[src/rtl/mem_arbiter_pkg.sv]
// Shared definitions for the two-master native memory bus arbiter:
// state encodings, one-hot grant codes, default error word and the round-robin pick.
package mem_arbiter_pkg;

  typedef enum logic [1:0] {
    ST_IDLE = 2'd0,
    ST_BUSY = 2'd1,
    ST_DONE = 2'd2
  } arb_state_e;

  localparam logic [1:0]  GNT_NONE = 2'b00;
  localparam logic [1:0]  GNT_M0   = 2'b01;
  localparam logic [1:0]  GNT_M1   = 2'b10;
  localparam logic [31:0] ERR_DATA_DEFAULT = 32'hDEAD_BEEF;

  // rr_last = 1 means m1 owned the bus most recently, so m0 wins a tie.
  function automatic logic [1:0] rr_pick(input logic m0_req, input logic m1_req,
                                         input logic rr_last);
    logic [1:0] gnt;
    gnt = GNT_NONE;
    if (m0_req && m1_req) gnt = rr_last ? GNT_M0 : GNT_M1;
    else if (m0_req)      gnt = GNT_M0;
    else if (m1_req)      gnt = GNT_M1;
    return gnt;
  endfunction

endpackage

[src/rtl/mem_arbiter_if.sv]
// picorv32-style native memory bus: valid/ready handshake with addr, wdata, wstrb and rdata.
interface mem_arbiter_if #(
  parameter int ADDR_W = 32
);
  logic              valid;
  logic              ready;
  logic [ADDR_W-1:0] addr;
  logic [31:0]       wdata;
  logic [3:0]        wstrb;
  logic [31:0]       rdata;

  modport master (output valid, addr, wdata, wstrb, input ready, rdata);
  modport slave  (input valid, addr, wdata, wstrb, output ready, rdata);
endinterface

[src/rtl/mem_arbiter_bus_timeout.sv]
// Counts BUSY cycles without a slave response; expired marks the last cycle the slave may still answer.
module mem_arbiter_bus_timeout #(
  parameter int TIMEOUT = 256
) (
  input  logic clk,
  input  logic rst,
  input  logic clear,
  input  logic enable,
  output logic expired
);
  localparam int CNT_W = $clog2(TIMEOUT + 1);

  logic [CNT_W-1:0] cnt_q, cnt_d;

  assign expired = (cnt_q == CNT_W'(TIMEOUT - 1));

  // Holding at the terminal count keeps the flag stable if the owner is slow to leave BUSY.
  always_comb begin
    cnt_d = cnt_q;
    if (clear)                 cnt_d = '0;
    else if (enable && !expired) cnt_d = cnt_q + CNT_W'(1);
  end

  always_ff @(posedge clk or posedge rst) begin
    if (rst) cnt_q <= '0;
    else     cnt_q <= cnt_d;
  end

endmodule

[src/rtl/mem_arbiter.sv]
// Round-robin arbiter sharing one decoded memory port between the CPU (m0) and a second master (m1),
// one transaction per grant, with a bus timeout that completes hung accesses with an error word.
module mem_arbiter
  import mem_arbiter_pkg::*;
#(
  parameter int          ADDR_W   = 32,
  parameter int          TIMEOUT  = 256,
  parameter logic [31:0] ERR_DATA = ERR_DATA_DEFAULT
) (
  input  logic          clk,
  input  logic          rst,
  mem_arbiter_if.slave  m0,
  mem_arbiter_if.slave  m1,
  mem_arbiter_if.master s,
  output logic [1:0]    grant,
  output logic          timeout_err
);

  arb_state_e  state_q, state_d;
  logic [1:0]  grant_q, grant_d;
  logic        rr_last_q, rr_last_d;
  logic        timeout_err_q, timeout_err_d;

  logic        busy, own0, own1, own_valid, hit, forced, expired;
  logic [ADDR_W-1:0] addr_mux;
  logic [31:0] wdata_mux;
  logic [3:0]  wstrb_mux;

  assign busy      = (state_q == ST_BUSY);
  assign own0      = busy & grant_q[0];
  assign own1      = busy & grant_q[1];
  assign own_valid = (own0 & m0.valid) | (own1 & m1.valid);
  // A slave response in the expiry cycle still counts as a normal completion.
  assign hit       = own_valid & s.ready;
  assign forced    = own_valid & ~s.ready & expired;

  always_comb begin
    addr_mux  = '0;
    wdata_mux = '0;
    wstrb_mux = '0;
    if (own0) begin
      addr_mux  = m0.addr;
      wdata_mux = m0.wdata;
      wstrb_mux = m0.wstrb;
    end else if (own1) begin
      addr_mux  = m1.addr;
      wdata_mux = m1.wdata;
      wstrb_mux = m1.wstrb;
    end
  end

  assign s.valid  = own_valid & ~forced;
  assign s.addr   = addr_mux;
  assign s.wdata  = wdata_mux;
  assign s.wstrb  = forced ? 4'b0000 : wstrb_mux;

  assign m0.ready = own0 & (hit | forced);
  assign m1.ready = own1 & (hit | forced);
  assign m0.rdata = (own0 & forced) ? ERR_DATA : s.rdata;
  assign m1.rdata = (own1 & forced) ? ERR_DATA : s.rdata;

  mem_arbiter_bus_timeout #(
    .TIMEOUT (TIMEOUT)
  ) u_bus_timeout (
    .clk     (clk),
    .rst     (rst),
    .clear   (~busy),
    .enable  (busy),
    .expired (expired)
  );

  always_comb begin
    state_d       = state_q;
    grant_d       = grant_q;
    rr_last_d     = rr_last_q;
    timeout_err_d = 1'b0;
    unique case (state_q)
      ST_IDLE: begin
        if (m0.valid || m1.valid) begin
          grant_d = rr_pick(m0.valid, m1.valid, rr_last_q);
          state_d = ST_BUSY;
        end
      end
      ST_BUSY: begin
        if (hit || forced) begin
          rr_last_d     = grant_q[1];
          timeout_err_d = forced;
          grant_d       = GNT_NONE;
          state_d       = ST_DONE;
        end else if (!own_valid) begin
          // Owner withdrew its request: release without completing, fairness untouched.
          grant_d = GNT_NONE;
          state_d = ST_IDLE;
        end
      end
      // One dead cycle lets the slave-side ready pipeline clear before the next request.
      ST_DONE: state_d = ST_IDLE;
      default: begin
        grant_d = GNT_NONE;
        state_d = ST_IDLE;
      end
    endcase
  end

  always_ff @(posedge clk or posedge rst) begin
    if (rst) begin
      state_q       <= ST_IDLE;
      grant_q       <= GNT_NONE;
      rr_last_q     <= 1'b1;
      timeout_err_q <= 1'b0;
    end else begin
      state_q       <= state_d;
      grant_q       <= grant_d;
      rr_last_q     <= rr_last_d;
      timeout_err_q <= timeout_err_d;
    end
  end

  assign grant       = grant_q;
  assign timeout_err = timeout_err_q;

endmodule

[src/flat_wrapper.sv]
// flat-port wrapper written by rule: the top's interface ports become plain ports
module mem_arbiter_flat import mem_arbiter_pkg::*;
#(
  parameter int          ADDR_W   = 32,
  parameter int          TIMEOUT  = 256,
  parameter logic [31:0] ERR_DATA = ERR_DATA_DEFAULT
)
  (clk, rst, grant, timeout_err, m0_valid, m0_addr, m0_wdata, m0_wstrb, m0_ready, m0_rdata, m1_valid, m1_addr, m1_wdata, m1_wstrb, m1_ready, m1_rdata, s_valid, s_addr, s_wdata, s_wstrb, s_ready, s_rdata);
  mem_arbiter_if #(.ADDR_W(ADDR_W)) m0_i ();
  mem_arbiter_if #(.ADDR_W(ADDR_W)) m1_i ();
  mem_arbiter_if #(.ADDR_W(ADDR_W)) s_i ();
  input  logic clk;
  input  logic rst;
  output logic [1:0] grant;
  output logic timeout_err;
  input wire logic [$bits(m0_i.valid)-1:0] m0_valid;
  input wire logic [$bits(m0_i.addr)-1:0] m0_addr;
  input wire logic [$bits(m0_i.wdata)-1:0] m0_wdata;
  input wire logic [$bits(m0_i.wstrb)-1:0] m0_wstrb;
  output wire logic [$bits(m0_i.ready)-1:0] m0_ready;
  output wire logic [$bits(m0_i.rdata)-1:0] m0_rdata;
  input wire logic [$bits(m1_i.valid)-1:0] m1_valid;
  input wire logic [$bits(m1_i.addr)-1:0] m1_addr;
  input wire logic [$bits(m1_i.wdata)-1:0] m1_wdata;
  input wire logic [$bits(m1_i.wstrb)-1:0] m1_wstrb;
  output wire logic [$bits(m1_i.ready)-1:0] m1_ready;
  output wire logic [$bits(m1_i.rdata)-1:0] m1_rdata;
  output wire logic [$bits(s_i.valid)-1:0] s_valid;
  output wire logic [$bits(s_i.addr)-1:0] s_addr;
  output wire logic [$bits(s_i.wdata)-1:0] s_wdata;
  output wire logic [$bits(s_i.wstrb)-1:0] s_wstrb;
  input wire logic [$bits(s_i.ready)-1:0] s_ready;
  input wire logic [$bits(s_i.rdata)-1:0] s_rdata;
  assign m0_i.valid = m0_valid;
  assign m0_i.addr = m0_addr;
  assign m0_i.wdata = m0_wdata;
  assign m0_i.wstrb = m0_wstrb;
  assign m0_ready = m0_i.ready;
  assign m0_rdata = m0_i.rdata;
  assign m1_i.valid = m1_valid;
  assign m1_i.addr = m1_addr;
  assign m1_i.wdata = m1_wdata;
  assign m1_i.wstrb = m1_wstrb;
  assign m1_ready = m1_i.ready;
  assign m1_rdata = m1_i.rdata;
  assign s_valid = s_i.valid;
  assign s_addr = s_i.addr;
  assign s_wdata = s_i.wdata;
  assign s_wstrb = s_i.wstrb;
  assign s_i.ready = s_ready;
  assign s_i.rdata = s_rdata;
  mem_arbiter #(.ADDR_W(ADDR_W), .TIMEOUT(TIMEOUT), .ERR_DATA(ERR_DATA)) u_core (.clk(clk), .rst(rst), .m0(m0_i), .m1(m1_i), .s(s_i), .grant(grant), .timeout_err(timeout_err));
endmodule
[config.mk]
export PLATFORM = sky130hd
export DESIGN_NAME = mem_arbiter_flat
export DESIGN_NICKNAME = d
export VERILOG_FILES = /design/src/rtl/mem_arbiter_pkg.sv /design/src/rtl/mem_arbiter_if.sv /design/src/rtl/mem_arbiter_bus_timeout.sv /design/src/rtl/mem_arbiter.sv /design/src/flat_wrapper.sv
export SDC_FILE = /design/constraint.sdc
export NUM_CORES = 1
export LEC_CHECK = 0
export BUFFER_PORTS_ARGS = -buffer_cell sky130_fd_sc_hd__buf_2
export CAP_MARGIN = 20
export CORE_AREA = 5 5 117 119
export DETAILED_ROUTE_END_ITERATION = 16
export DIE_AREA = 0 0 122 124
export GPL_TIMING_DRIVEN = 0
export PLACE_DENSITY = 0.54
export SKIP_LAST_GASP = 1
export SYNTH_ARGS = -nofsm -noshare
export SYNTH_HDL_FRONTEND = slang
export SYNTH_HIERARCHICAL = 1
export SYNTH_SLANG_ARGS = --single-unit
[constraint.sdc]
create_clock -name clk -period 2.8 [get_ports clk]
set_input_delay 0.56 -clock clk [delete_from_list [all_inputs] [get_ports clk]]
set_output_delay 0.56 -clock clk [all_outputs]
set_load 0.02 [all_outputs]
-- After elaboration in Yosys (flattened, before gate mapping)
Index checks and enable logic that the tools add are counted.
- muxes and demuxes: 24
- reductions and logical operators: 9
- add/subtract/negate cells: 1
- bitwise logic cells: 17
- equal/unequal tests: 6
- operators with widths (cell ; count):
    $mux 32 ; 6
    $mux 2 ; 9
    $mux 9 ; 2
    $and 1x1->1 ; 12
    $mux 4 ; 3
    $add 9x1->9 const B ; 1
    $eq 9x8->1 const B ; 1
    $pmux 2 s3 ; 1
    $pmux 2 s2 ; 1
    $reduce_and 2->1 ; 2
    $ne 3x3->1 const B ; 1
    $not 1->1 ; 3
    $reduce_and 3->1 ; 1
    $eq 2x1->1 const B ; 1
    $eq 2x2->1 const B ; 1
    $logic_and 1x1->1 ; 2
    $logic_not 2->1 ; 1
    $logic_or 1x1->1 ; 2
    $mux 1 ; 2
    $ne 2x1->1 const B ; 1
    $ne 2x2->1 const B ; 1
    $or 1x1->1 ; 2
    $logic_not 1->1 ; 1
- input bits: 173
- register bits after elaboration: 15
- word-level logic and storage cells: 62

-- Depth between registers and ports, before layout
Gate-level depths: netlist of the first run.
- word-level depth: 9
- depth in mapped cells: 8
- gate-level depth less buffers: 7

-- By module
The synthesis of the first run kept the hierarchy.
- by module, submodules not included (module ; area an instance (sq um) ; times used ; seq. area each (sq um) ; cells an instance):
    mem_arbiter ; 1555.2 ; 1 ; 151.4 ; 199
    mem_arbiter_bus_timeout ; 479.2 ; 1 ; 225.2 ; 48

-- Worst setup path before layout of the first run
Ideal clock, no wire load.
- path kind: register -> output
- start: register u_core.u_bus_timeout.cnt_q[0]
- end: output m0_ready
- stages on the path, launching flop included: 7
- path slack: 428 ps
- data required time: 2240 ps
- arrival: 1812 ps
- path buffers: 0
- path through: dfrtp_1 > ha_1 > nand3_1 > nor2_1 > ha_1 > nor2_1 > nor4_1
- longest elaborated chain between the ends: 4
- RTL lines (what ; RTL line ; RTL):
    from (decl) ; mem_arbiter_bus_timeout.sv:13 ; logic [CNT_W-1:0] cnt_q, cnt_d;
    from (signal assigned) ; mem_arbiter_bus_timeout.sv:26 ; else cnt_q <= cnt_d;
    $eq 9x8->1 ; mem_arbiter_bus_timeout.sv:15 ; assign expired = (cnt_q == CNT_W'(TIMEOUT - 1));
    via u_core.expired ; mem_arbiter.sv:24 ; logic busy, own0, own1, own_valid, hit, forced, expired;
    $and 1x1->1 ; mem_arbiter.sv:35 ; assign forced = own_valid & ~s.ready & expired;
    $or 1x1->1 ; mem_arbiter.sv:57 ; assign m0.ready = own0 & (hit | forced);
    $and 1x1->1 ; mem_arbiter.sv:57 ;
    to (decl) ; flat_wrapper.sv:20 ; output wire logic [$bits(m0_i.ready)-1:0] m0_ready;
The timed path passes the listed nets, and every way through them passes these cells.

-- Worst setup path in the final report of the first run
- start: register u_core.u_bus_timeout.cnt_q[1]
- end: output m0_rdata[4]
- longest elaborated chain between the ends: 4
- RTL lines (what ; RTL line ; RTL):
    $eq 9x8->1 ; mem_arbiter_bus_timeout.sv:15 ;
    via u_core.expired ; mem_arbiter.sv:24 ;
    $and 1x1->1 ; mem_arbiter.sv:35 ;
    $and 1x1->1 ; mem_arbiter.sv:59 ; assign m0.rdata = (own0 & forced) ? ERR_DATA : s.rdata;
    $mux 32 ; mem_arbiter.sv:59 ;
    to (decl) ; flat_wrapper.sv:21 ; output wire logic [$bits(m0_i.rdata)-1:0] m0_rdata;
The timed path passes the listed nets, and every way through them passes these cells.

==> results of run 1 <==
-- registers in the layout, summed over array words and instances (netlist names) --
| register | count |
|---|---|
| u_core/u_bus_timeout/cnt_q | 9 |
| u_core/grant | 2 |
| u_core/state_q | 2 |
| u_core/rr_last_q | 1 |
| u_core/timeout_err | 1 |
-- placed cells by master, fill, tap and decap left out, types with 2 or more instances in the layout --
| cell type | count |
|---|---|
| nand3_1 | 3 |
| nand3_4 | 2 |
| ha_2 | 2 |
| nor2b_1 | 3 |
| a21oi_1 | 5 |
| and2_1 | 18 |
| clkbuf_16 | 3 |
| a22oi_1 | 5 |
| o31ai_1 | 3 |
| xnor2_1 | 2 |
| nor2_1 | 13 |
| buf_2 | 323 |
| nand4_1 | 2 |
| and2b_1 | 2 |
| a22o_1 | 65 |
| buf_4 | 9 |
| nand2b_1 | 48 |
| or4_1 | 2 |
| inv_1 | 7 |
| dfrtp_1 | 14 |
| or3_1 | 2 |
| buf_6 | 7 |
| o21ai_0 | 3 |
| nand2_1 | 2 |
-- final cells by class --
| class | count | area (um2) | area share |
|---|---|---|---|
| buffer | 24 | 170 | 0.0431 |
| multi-input combinational | 199 | 1480 | 0.375 |
| timing repair buffer | 316 | 1600 | 0.404 |
| tap | 172 | 215 | 0.0545 |
| clock inverter | 1 | 5.00 | 0.00127 |
| sequential | 15 | 377 | 0.0953 |
| inverter | 8 | 30.0 | 0.00760 |
| clock buffer | 3 | 75.1 | 0.0190 |
-- how the worst max path moves through the flow --
| stage | end | slack [ps] | startpoint | cells after the start |
|---|---|---|---|---|
| CTS | m0_rdata[4] | -4 | u_core/u_bus_timeout/cnt_q[1]$_DFFE_PP0P_ | 9 |
| global placement | m0_rdata[4] | 160 | u_core/u_bus_timeout/cnt_q[0]$_DFFE_PP0P_ | 9 |
| detailed placement | m0_rdata[4] | 120 | u_core/u_bus_timeout/cnt_q[0]$_DFFE_PP0P_ | 9 |
| global route | m0_rdata[2] | -40 | u_core/u_bus_timeout/cnt_q[1]$_DFFE_PP0P_ | 9 |
| floorplan | m0_ready | 430 | u_core/u_bus_timeout/cnt_q[0]$_DFFE_PP0P_ | 6 |
| finish | m0_rdata[4] | 80 | u_core/u_bus_timeout/cnt_q[1]$_DFFE_PP0P_ | 9 |
-- through the flow --
step	hold WS, ps	cells	utilization	setup WS, ps	cell area [um2]
detailed placement	487	729	0.305	124	3800
finish	229	738	0.317	77.6	3950
CTS	230	735	0.313	-3.78	3910
global placement	491	729	0.305	163	3800
floorplan	350	247	-	428	2030
global route	259	738	0.317	-37.7	3950
-- Yosys cell counts, types with 2 or more instances --
master    number  area share
a21oi_1        5       0.012
a22o_1        65        0.28
a22oi_1        5       0.018
and2_1        18       0.055
and2b_1        2      0.0074
and4bb_1       2       0.012
buf_2         16       0.039
buf_6          7       0.039
dfrtp_1       14        0.17
ha_1           2       0.012
inv_1          7       0.013
nand2_1        2      0.0037
nand2b_1      48        0.15
nand3_1        3      0.0074
nand3_2        2      0.0098
nand4_1        2      0.0061
nor2_1        13       0.024
nor2b_1        3      0.0092
o21ai_0        3      0.0074
o31ai_1        3       0.011
or3_1          2      0.0061
or4_1          2      0.0074
xnor2_1        2      0.0086
-- timing repair --
action | CTS | global route
cloned | 0 | 0
setup buffers | 2 | 4
resized for setup | 4 | 4
endpoints found under the setup margin | 64 | 64
pin swaps | 1 | 0
-- cell families after synthesis --
family / synth area share
compound gates: 0.349
buf+inv: 0.0966
simple gates: 0.338
flops: 0.185
xor+xnor: 0.00861
fa+ha+maj: 0.0123
mux: 0.0105
-- layer usage --
layer / global-route usage / vias to the layer above
met4: 0.0392 / 2
met1: 0.182 / 1548
met3: 0.0322 / 21
met2: 0.241 / 174
met5: 0 / -
li1: - / 1551
-- report_power, final --
part | internal, mW | total [mW] | switching (mW)
sequential | 0.268 | 0.322 | 0.0539
combinational | 0.813 | 2.10 | 1.28
clock | 0.190 | 0.269 | 0.0796
==> flow_metrics.py, run 1 <==
metrics = {
    "status": {
        "outcome": "complete, no violations",
    },
    "global_routing": {
        "grt_pass1_wl_um": 17300,
        "track_usage": 0.142,
        "antenna_found_initial": 1,
        "overflow": 0,
        "grt_pass1_vias": 3259,
        "grt_max_degree": 11,
    },
    "yosys": {
        "syn_area_um2": 2030,
        "yosysWarnings": 6,
        "avgSynthCellArea_um2": 8.24,
        "synth_nets": 422,
        "ys_ff_latch": 15,
        "synth_cell_types": 42,
        "async_flop_share": 1.00,
        "seq_area_frac_synth": 0.185,
        "synth_edf_count": 0,
        "synthCells": 247,
        "ys.flop_type": "dfrtp_1",
    },
    "layout": {
        "n_antenna_cell": 0,
        "num-fill-cells": 1385,
        "syn2layout_area_growth_pct": 94.2,
        "nets": 742,
        "post_route_cells_drive_above_1_share": 0.624,
    },
    "critical_path": {
        "r2r_cells": 8,
        "path_cells": "ha_2 -> nand3_1 -> nor2_1 -> ha_2 -> and4bb_2 -> nand3_4 -> buf_4 -> and2_1 -> buf_2",
        "r2r_start": "u_core/u_bus_timeout/cnt_q[1]$_DFFE_PP0P_",
        "worstSetupStartpointType": "flop",
        "required_ps": 2240,
        "worst_r2r_endpoint": "u_core/u_bus_timeout/cnt_q[7]$_DFFE_PP0P_",
        "cp_slowest_stage_delay_ps": 370,
        "r2r_slack_ps": 820,
        "critPathSlowestCell": "dfrtp_1",
        "crit_buf_inv": 2,
        "arrival_ps": 2160,
        "path_class": "flop to output port",
        "cp_max_fo": 10,
        "crit_family": "simple AND/OR/NAND/NOR gates",
        "cp-end-kind": "output port",
        "cpMostUsedCell": "ha_2",
    },
    "clocking": {
        "cts_tree": "built",
        "htreeDepth": 1,
        "cts_made_buffers": 3,
        "cts_root_buffer": "clkbuf_16",
        "postCtsHoldBufs": 0,
        "path_clk_slew_ps": 50,
        "clock-sinks": 15,
        "insertion_delay_ps": 240,
        "ctsLongestPathBuffers": 2,
    },
    "sta": {
        "min_period_over_period": 0.972,
        "fmaxAchievable_mhz": 367,
        "fin_tns_setup_ps": 0,
        "hold_violations": 0,
        "relSlewSlack": 0.717,
        "clock_skew_ps": 2.13,
        "slew_viol_final": 0,
        "rsz0062_at_grt": "true",
        "finalCriticalPeriod_ps": 2720,
        "tightest_slew_ps": 424,
        "setup_viol": 0,
    },
    "routing": {
        "wl_per_cell_um": 16.9,
        "met1_length_um": 4970,
        "routed-wl-met3_um": 1150,
        "via_count": 3296,
        "drtPass1Iterations": 4,
        "drc": 0,
        "wl_met2_um": 6090,
        "drt_iter0_markers": 146,
        "wl_um": 12500,
        "antenna_left": 0,
        "vias_per_cell": 4.47,
        "highest_layer": "met5",
    },
    "floorplanning": {
        "start_util": 0.163,
        "core_region_area_um2": 12500,
        "io_pins": 311,
        "rows": 41,
        "die_area_um2": 15100,
        "die_w_um": 122,
        "dieHeight_um": 124,
    },
    "run": {
        "max_cap_viol_count": 0,
    },
    "placement": {
        "hpwlAfterDp_um": 10700,
        "port_buffers": 310,
        "gp_congestion": 0.944,
    },
    "power": {
        "ir_worst_vdd_v": 0.000368,
        "p_per_area_nw_per_um2": 681,
        "p_leak_nw": 2.34,
        "fin_total_pwr_mw": 2.69,
    },
    "hold_path": {
        "min-delay-path-class": "input port to async pin",
    },
}
(Power assumes the default switching activity.)
==> inputs of run 2 (changes only) <==
--- a/config.mk
+++ b/config.mk
@@ -12,6 +12,7 @@
 export DIE_AREA = 0 0 122 124
 export GPL_TIMING_DRIVEN = 0
 export PLACE_DENSITY = 0.54
+export SETUP_SLACK_MARGIN = 0.2
 export SKIP_LAST_GASP = 1
 export SYNTH_ARGS = -nofsm -noshare
 export SYNTH_HDL_FRONTEND = slang
==> constraint.sdc (replaced) <==
create_clock -name clk -period 2.8 [get_ports clk]
set_input_delay 0.42 -clock clk [delete_from_list [all_inputs] [get_ports clk]]
set_output_delay 0.42 -clock clk [all_outputs]
set_load 0.02 [all_outputs]
==> flow_metrics.py, run 2 (same netlist as run 1, synthesis figures left out) <==
metrics = {
    "status": {
        "outcome": "complete, no violations",
    },
    "layout": {
        "num-fill-cells": 1381,
        "syn2layout_area_growth_pct": 96.1,
        "final_cell_mix": "buf_2, a22o_1, nand2b_1",
        "n_antenna_cell": 0,
        "largest_register_ffs": 9,
        "seq_area_um2": 377,
        "finalInstanceArea_um2": 3990,
        "multiInputGateArea_um2": 1480,
        "regMostFlops": "u_core/u_bus_timeout/cnt_q",
        "nets": 746,
        "post_route_cells_drive_above_1_share": 0.626,
        "layout_commonest_cell": "buf_2",
    },
    "clocking": {
        "insertion_delay_ps": 240,
        "htreeDepth": 1,
        "postCtsHoldBufs": 0,
        "cts_tree": "built",
        "ctsLongestPathBuffers": 2,
        "path_clk_slew_ps": 50,
        "cts_made_buffers": 3,
        "clock-sinks": 15,
        "cts_root_buffer": "clkbuf_16",
    },
    "global_routing": {
        "grt_pass1_vias": 3269,
        "overflow": 0,
        "grt_use_met1": 0.182,
        "grtUsageMet2": 0.241,
        "grt_pass1_wl_um": 17300,
        "met3_usage": 0.0322,
        "track_usage": 0.142,
        "busiest_layer": "met2",
        "grt_max_degree": 11,
        "antenna_found_initial": 0,
    },
    "placement": {
        "hpwlAfterDp_um": 10700,
        "placed_cell_area_um2": 3800,
        "port_buffers": 310,
        "gp_congestion": 0.944,
    },
    "routing": {
        "antenna_left": 0,
        "wl_um": 12500,
        "wl_per_cell_um": 16.9,
        "drt_iter0_markers": 191,
        "via_count": 3304,
        "vias_per_cell": 4.45,
        "drtPass1Iterations": 4,
        "drc": 0,
    },
    "critical_path": {
        "arrival_ps": 2120,
        "cp-end-kind": "output port",
        "path_class": "flop to output port",
        "cp_max_fo": 6,
        "worstSetupStartpointType": "flop",
        "required_ps": 2380,
    },
    "power": {
        "power_frac_comb": 0.780,
        "p_seq_frac": 0.120,
        "ir_worst_vdd_v": 0.000355,
        "internal_power_mw": 1.27,
        "p_leak_nw": 2.37,
        "p_sw_frac": 0.528,
        "p_per_area_nw_per_um2": 673,
        "fin_total_pwr_mw": 2.68,
        "p_switching_mw": 1.42,
        "power_frac_clock": 0.100,
    },
    "sta": {
        "relSlewSlack": 0.715,
        "hold_violations": 0,
        "tightest_slew_ps": 428,
        "fmaxAchievable_mhz": 394,
        "rsz0062_at_grt": "true",
        "min_period_over_period": 0.906,
        "finalCriticalPeriod_ps": 2540,
        "fin_tns_setup_ps": 0,
        "slew_viol_final": 0,
        "setup_viol": 0,
        "clock_skew_ps": 1.91,
    },
    "floorplanning": {
        "die_area_um2": 15100,
        "die_w_um": 122,
        "io_pins": 311,
        "core_region_area_um2": 12500,
        "dieHeight_um": 124,
        "start_util": 0.163,
        "rows": 41,
    },
    "hold_path": {
        "min-delay-path-class": "input port to async pin",
    },
    "run": {
        "max_cap_viol_count": 0,
    },
}
run 2: worst max-delay path, cell delays in order, from the launching register on:
cell	delay, ps
dfrtp_1	360
ha_2	200
nand3_1	80
nor2_1	110
ha_2	200
and4bb_2	310
nand3_4	130
buf_2	190
and2_1	150
buf_2	150
run 2: worst paths after layout:
check	slack, ps	start	endpoint	cells after the start
min in group clk	510	m0_valid	u_core/grant[1]$_DFFE_PP0P_	2
hold reg to reg	560	u_core/u_bus_timeout/cnt_q[6]$_DFFE_PP0P_	u_core/u_bus_timeout/cnt_q[6]$_DFFE_PP0P_	2
hold / removal	90	rst	u_core/state_q[1]$_DFFE_PP0P_	2
setup / recovery	260	u_core/u_bus_timeout/cnt_q[1]$_DFFE_PP0P_	m0_rdata[8]	9
max in group asynchronous	2400	rst	u_core/u_bus_timeout/cnt_q[2]$_DFFE_PP0P_	2
setup reg to reg	830	u_core/u_bus_timeout/cnt_q[1]$_DFFE_PP0P_	u_core/u_bus_timeout/cnt_q[7]$_DFFE_PP0P_	8
run 2: stage by stage:
| stage | worst slack [ps] | hold WS (ps) | cells | utilization |
|---|---|---|---|---|
| 6_report | 263 | 88.8 | 742 | 0.320 |
| 2_1_floorplan | 568 | 210 | 247 | - |
| 3_5_place_dp | 264 | 347 | 729 | 0.305 |
| 5_1_grt | 149 | 119 | 742 | 0.320 |
| 3_3_place_gp | 303 | 351 | 729 | 0.305 |
| 4_1_cts | 231 | 90.0 | 736 | 0.314 |
run 2: what timing repair did:
| item | 4_1_cts | 5_1_grt |
|---|---|---|
| setup buffers | 3 | 5 |
| endpoints found under the setup margin | 64 | 63 |
| pin swaps | 1 | 1 |
| gates cloned | 0 | 1 |
| resized for setup | 4 | 12 |
run 2: routing by layer:
| metal | part of all wire | wire length, um |
|---|---|---|
| met2 | 0.49 | 6160 |
| met5 | 0 | 0 |
| met1 | 0.39 | 4920 |
| met4 | 0.019 | 235 |
| met3 | 0.098 | 1220 |
run 2: power by group through the flow:
stage          Sequential, mW  Combinational, mW  Clock (mW)
2_1_floorplan           0.330               1.32           0
3_3_place_gp            0.326               2.05           0
3_5_place_dp            0.327               2.05           0
4_1_cts                 0.317               2.09       0.280
5_1_grt                 0.331               2.23       0.290
6_report                0.321               2.09       0.270
run 2: cell type report:
cell class,instances,share of cell area
timing repair buffer,319,0.406
tap,172,0.0539
multi-input combinational,199,0.371
clock buffer,3,0.0188
inverter,8,0.00753
buffer,25,0.0470
clock inverter,1,0.00125
sequential,15,0.0944
